<file path="src/rtl/max_pool_stream.sv">
// Streaming 1-D max pool: window P, stride P, N samples per frame, tail of N mod P dropped.
// One-cycle latency from the last sample of a window; x_ready drops only when a finished window cannot unload.
module max_pool_stream #(
   parameter int N = 121,
   parameter int P = 2
) (
   input  logic        clk,
   input  logic        reset,
   input  logic [15:0] x_data,
   input  logic        x_valid,
   output logic        x_ready,
   output logic [15:0] y_data,
   output logic        y_valid,
   input  logic        y_ready
);

   localparam int  SW       = (N > 1) ? $clog2(N) : 1;
   localparam int  WW       = $clog2(P);
   localparam int  LAST_WIN = P * (N / P) - 1;
   localparam bit  HAS_TAIL = (N % P) != 0;

   typedef enum logic {ACCUM, DISCARD} state_t;

   state_t             state;
   logic [SW-1:0]      s;
   logic [WW-1:0]      w;
   logic signed [15:0] m;
   logic signed [15:0] xs;
   logic signed [15:0] maxv;
   logic               last_w;
   logic               x_hs;
   logic               win_done;

   assign xs       = $signed(x_data);
   assign maxv     = (xs > m) ? xs : m;
   assign last_w   = (w == WW'(P - 1));
   assign x_ready  = (state == DISCARD) || !(last_w && y_valid && !y_ready);
   assign x_hs     = x_valid && x_ready;
   assign win_done = x_hs && (state == ACCUM) && last_w;

   always_ff @(posedge clk) begin
      if (reset) begin
         state   <= ACCUM;
         s       <= '0;
         w       <= '0;
         m       <= '0;
         y_data  <= '0;
         y_valid <= 1'b0;
      end else begin
         // A completing window reloads the output even while the old result is unloading.
         if (win_done) begin
            y_data  <= $unsigned(maxv);
            y_valid <= 1'b1;
         end else if (y_valid && y_ready) begin
            y_valid <= 1'b0;
         end

         if (x_hs) begin
            if (state == ACCUM) begin
               if (last_w) begin
                  w <= '0;
               end else begin
                  w <= w + 1'b1;
                  m <= (w == '0) ? xs : maxv;
               end
            end

            if (s == SW'(N - 1)) begin
               s     <= '0;
               w     <= '0;
               state <= ACCUM;
            end else begin
               s <= s + 1'b1;
               if (win_done && HAS_TAIL && (s == SW'(LAST_WIN)))
                  state <= DISCARD;
            end
         end
      end
   end

endmodule

</file>
<file path="config.mk">
export PLATFORM = sky130hd
export DESIGN_NAME = max_pool_stream
export DESIGN_NICKNAME = d
export VERILOG_FILES = /design/src/rtl/max_pool_stream.sv
export SDC_FILE = /design/constraint.sdc
export NUM_CORES = 1
export LEC_CHECK = 0
export CAP_MARGIN = 40
export CELL_PAD_IN_SITES_DETAIL_PLACEMENT = 0
export CELL_PAD_IN_SITES_GLOBAL_PLACEMENT = 1
export CORE_MARGIN = 3
export CORE_UTILIZATION = 32
export CTS_BUF_LIST = sky130_fd_sc_hd__clkbuf_16
export CTS_CLUSTER_SIZE = 14
export DETAILED_ROUTE_END_ITERATION = 6
export PLACE_DENSITY_LB_ADDON = 0.1
export SYNTH_ARGS = -nofsm -noshare
export SYNTH_HDL_FRONTEND = slang
export SYNTH_SLANG_ARGS = --single-unit
</file>
<file path="constraint.sdc">
create_clock -name clk -period 2.85 [get_ports clk]
set_input_delay 0.4275 -clock clk [delete_from_list [all_inputs] [get_ports clk]]
set_output_delay 0.4275 -clock clk [all_outputs]
set_load 0.005 [all_outputs]
</file>
# Yosys cells after proc, flatten, opt, wreduce, memory -nomap -nowiden

Index checks and enable logic that the tools add are counted.

Register bits: 42
Input port bits: 20
Output and inout port bits: 18
Word-level logic and storage cells: 38

Add/sub/neg operators: 2
Magnitude comparators: 1
Equality and inequality tests: 3
Mux-type cells: 9
Bitwise operators: 2
Reduce and logical (&&, ||, !) cells: 15

Operators by type and width:

| operator                                                                | count |
|---|---|
| 16-bit > comparator                                                     | 1 |
| 16-bit two-way mux                                                      | 1 |
| 7-bit equality test, second input constant                              | 2 |
| 7-bit by 1-bit adder with 7-bit output, second input constant           | 1 |
| 1-bit logical AND                                                       | 7 |
| 1-bit two-way mux                                                       | 7 |
| 7-bit two-way mux                                                       | 1 |
| 2-bit AND reduction                                                     | 2 |
| 2-bit nonzero test                                                      | 2 |
| 3-bit AND reduction                                                     | 1 |
| 1-bit zero test                                                         | 2 |
| 2-bit by 1-bit inequality test with 1-bit output, second input constant | 1 |
| 1-bit NOT                                                               | 2 |
| 1-bit adder, second input constant                                      | 1 |
| 1-bit logical OR                                                        | 1 |

# Logic depth before layout (Yosys ltp)

Depth in word-level cells: 10
Depth in mapped cells: 10
Depth with buffers taken out: 8

# Least setup slack after synthesis

No wires, ideal clock.

Path type: input-to-reg
Start: input port x_data[15]
End: register y_data[10]
Setup time: 0.119 ns
Data arrival time: 2.152 ns
Data required time: 2.731 ns
Setup slack: 0.580 ns
Cell stages on the path: 8
Cell sequence: ha_1 nand4_2 o41ai_1 a41oi_1 or3b_1 buf_6 buf_8 o221a_1

Word-level cells in the longest chain between the ends: 2

Ends and longest elaborated chain:

| item                 | line | source |
|---|---|---|
| start, declared      | 9    | `input logic [15:0] x_data,` |
| 16-bit > comparator  | 35   | `assign maxv = (xs > m) ? xs : m;` |
| 16-bit two-way mux   | 35   |  |
| end signal, assigned | 52   | `y_data <= $unsigned(maxv);` |
| end, declared        | 12   | `output logic [15:0] y_data,` |

No other way between the ends.
A chain may end at the register's enable or synchronous reset.

# Final worst setup path

Start: input port x_data[9]
End: register y_data[0]

Same word-level chain as after synthesis.

==> impl_metrics.py <==
metrics = {
    "status": {
        "run_status": "completed",
    },
    "synthesis": {
        "synth_seq_cells": 42,
        "ys.warnings.count": 0,
        "netlist_area_mm2": 0.002096,
        "synth_sequential_area_ratio": 0.4012,
        "syn_inst": 250,
        "synth-edff-count": 0,
        "netlist-cell-type-count": 36,
        "dominantRegCellSynth": "dfxtp_1",
        "postSynthAreaPerCell_um2": 8.383,
        "postSynthNetCount": 288,
        "asyncSetResetFlopFracSynth": 0,
    },
    "floorplan": {
        "io_pins": 38,
        "floorplan.die.width_um": 86.93,
        "total_die_area_mm2": 0.007556,
        "core_area_mm2": 0.006131,
        "die_height_um": 86.93,
        "row_count": 28,
        "initial_utilization": 0.3418,
    },
    "global_route": {
        "grt_first_pass_wirelength_um": 8611,
        "global_route.overflow_total": 0,
        "grtUsageTotal": 0.1438,
        "antenna_found_initial": 0,
        "largest_net_degree_at_the_start_of_global_routing": 28,
        "grt_pass1_vias": 1780,
    },
    "power_and_ir_drop": {
        "p_int_mw": 1.073,
        "power.static_leakage_nw": 1.069,
        "vdd.ir_drop.worst_uv": 259.2,
        "netSwitchingFraction": 0.2534,
        "power.density_mw_per_mm2": 519.9,
        "clock_power_share": 0.374,
        "comb_power_share": 0.177,
        "total_power_mw": 1.438,
        "power.sequential.fraction": 0.450,
        "netSwitchingPower_mw": 0.3643,
    },
    "routing": {
        "vias": 1840,
        "postRouteAntennaNets": 0,
        "route.final.wire_length_um": 5085,
        "drt_iter0_markers": 72,
        "drt_pass1_iterations": 4,
        "drcViolationCount": 0,
        "route.detailed.wl_per_inst_um": 13.60,
        "drt-vias-per-instance": 4.920,
    },
    "finish": {
        "layout_common_cells": "42 x nor2_1, 42 x dfxtp_1, 38 x nand2_1",
        "final_layout_size_suffix_gt1_frac": 0.1070,
        "post-route-util": 0.4510,
        "design.final.nets": 337,
        "n_antenna_cell": 0,
        "design_area_mm2": 0.002765,
        "synth_to_final_area_change_pct": 31.94,
    },
    "sta": {
        "final_critical_path_setup_slack_ns": 0.3359,
        "report.final.setup_viol": 0,
        "rsz0062_at_grt": "false",
        "final_hold_viol_count": 0,
        "setup_total_negative_slack_ns": 0,
        "clock-skew-final_ns": 0.008219,
        "timing.final.max_slew_violations": 0,
        "peak_clock_frequency_supported_by_timing_mhz": 397.8,
        "post-route-min-period_ns": 2.514,
        "timing.max_slew.rel_slack": 0.7090,
        "finalCritPeriodShare": 0.8821,
        "transition_time_at_the_pin_with_the_least_slew_margin_ns": 0.4351,
    },
    "clock_tree": {
        "hold_buffers": 0,
        "cts.reportedPaths.clkPinSlew_ns": 0.06,
        "clock_sinks": 42,
        "clock_buffers_created_by_tritoncts": 5,
        "cts_resized": 0,
        "htreeDepth": 2,
        "tritoncts": "yes",
        "clkLatencyLatePin_ns": 0.28,
        "cts-root-buf": "clkbuf_16",
        "cts_buffer_depth": 2,
        "cts.repair_timing.setup_buffer_count": 0,
    },
    "critical_path": {
        "arrival_ns": 2.68,
        "timing.critical_path.from_type": "input pin",
        "path_class": "input pin to register",
        "slowest_delay_ns": 0.44,
        "worstPathMaxFanout": 5,
        "critical_path_sink_type": "register",
        "data_required_time_at_the_worst_endpoint_ns": 3.02,
        "crit_slowest_cell": "clkdlybuf4s50_1",
        "timing.critical_path.cells": "clkdlybuf4s50_1 > ha_1 > nand4_1 > o41ai_1 > a41oi_1 > or3b_1 > buf_4 > o221a_2",
        "critical_path.n_buffers_inverters": 2,
        "worst_path_dominant_cell_family": "compound AO/OA/AOI/OAI gates",
    },
    "placed_design": {
        "pre_cts_ws_ns": 0.02206,
        "dpl.hpwl_um": 3672,
        "buffer_ports.inserted": 37,
        "detailed_place.area_mm2": 0.002630,
        "gpl.final_weighted_congestion": 0.7220,
    },
    "run": {
        "maxCapViolCount": 0,
    },
    "min_path": {
        "holdCritPathClass": "register to register",
    },
}
## routing by layer
layer	part of all wire	vias to the layer above	wire, um	track usage
met5	0	-	0	0
met4	0.010	0	53	0.04674
met3	0.032	5	163	0.02838
met2	0.45	28	2298	0.2312
met1	0.51	853	2570	0.1927
li1	-	954	-	-
## logic make-up after synthesis
kind of cell | Yosys count | share of synthesized area
buffers and inverters | 32 | 0.07164
adders and majority gates | 18 | 0.1075
and+or+nand+nor | 100 | 0.2102
AOI/OAI and AO/OA | 53 | 0.1887
xor gates and xnor gates | 5 | 0.02089
DFF | 42 | 0.4012
## flip-flops by register name, indices dropped and copies added (netlist names)
register	count
last_w	1
m	16
s	7
state	1
y_data	16
y_valid	1
## power by group through the flow
stage | Sequential (mW) | Combinational, mW | Clock [mW]
global route | 0.651 | 0.288 | 0.576
CTS | 0.647 | 0.259 | 0.561
detailed placement | 0.659 | 0.258 | 0
global placement | 0.659 | 0.258 | 0
finish | 0.646 | 0.254 | 0.537
floorplan | 0.656 | 0.140 | 0
## synth_stat cells, types with 3 or more instances
cell type / count / area (um2)
dfxtp_1: 42 / 840.8
nor2_1: 42 / 157.7
nand2_1: 38 / 142.6
a21oi_1: 26 / 130.1
inv_1: 20 / 75.07
ha_1: 18 / 225.2
o221a_1: 10 / 112.6
clkbuf_1: 6 / 22.52
o221a_2: 6 / 67.56
nand4_1: 5 / 31.28
xor2_1: 4 / 35.03
buf_2: 3 / 15.01
nor3b_1: 3 / 22.52
## layout make-up
cell class	instances	area, um2
multi-input combinational	176	1110
fill	634	3366
timing repair buffer	54	510.5
clock inverter	2	10.01
sequential	42	840.8
inverter	20	75.07
tap	75	93.84
clock buffer	5	125.1
## per-stage QoR
step | hold WS (ns) | instances
final | 0.4722 | 374
after global placement | 0.4646 | 367
after CTS | 0.4730 | 374
after detailed placement | 0.4647 | 367
after global routing | 0.4931 | 374
after floorplan | 0.4493 | 250
## worst paths after layout
kind	slack (ns)	end	start	depth (start not counted)
max	0.34	y_data[0]	x_data[9]	8
min	0.47	m[14]	m[14]	2
max reg2reg	0.54	y_data[0]	m[11]	8
min reg2reg	0.47	m[14]	m[14]	2
## worst reg2reg max path, cell delays in order, from the launching register on
cell	delay, ns
dfxtp_1	0.35
inv_1	0.05
ha_1	0.30
nand4_1	0.18
o41ai_1	0.37
a41oi_1	0.09
or3b_1	0.44
buf_4	0.18
o221a_2	0.24
Power figures use the tool's default switching activity.
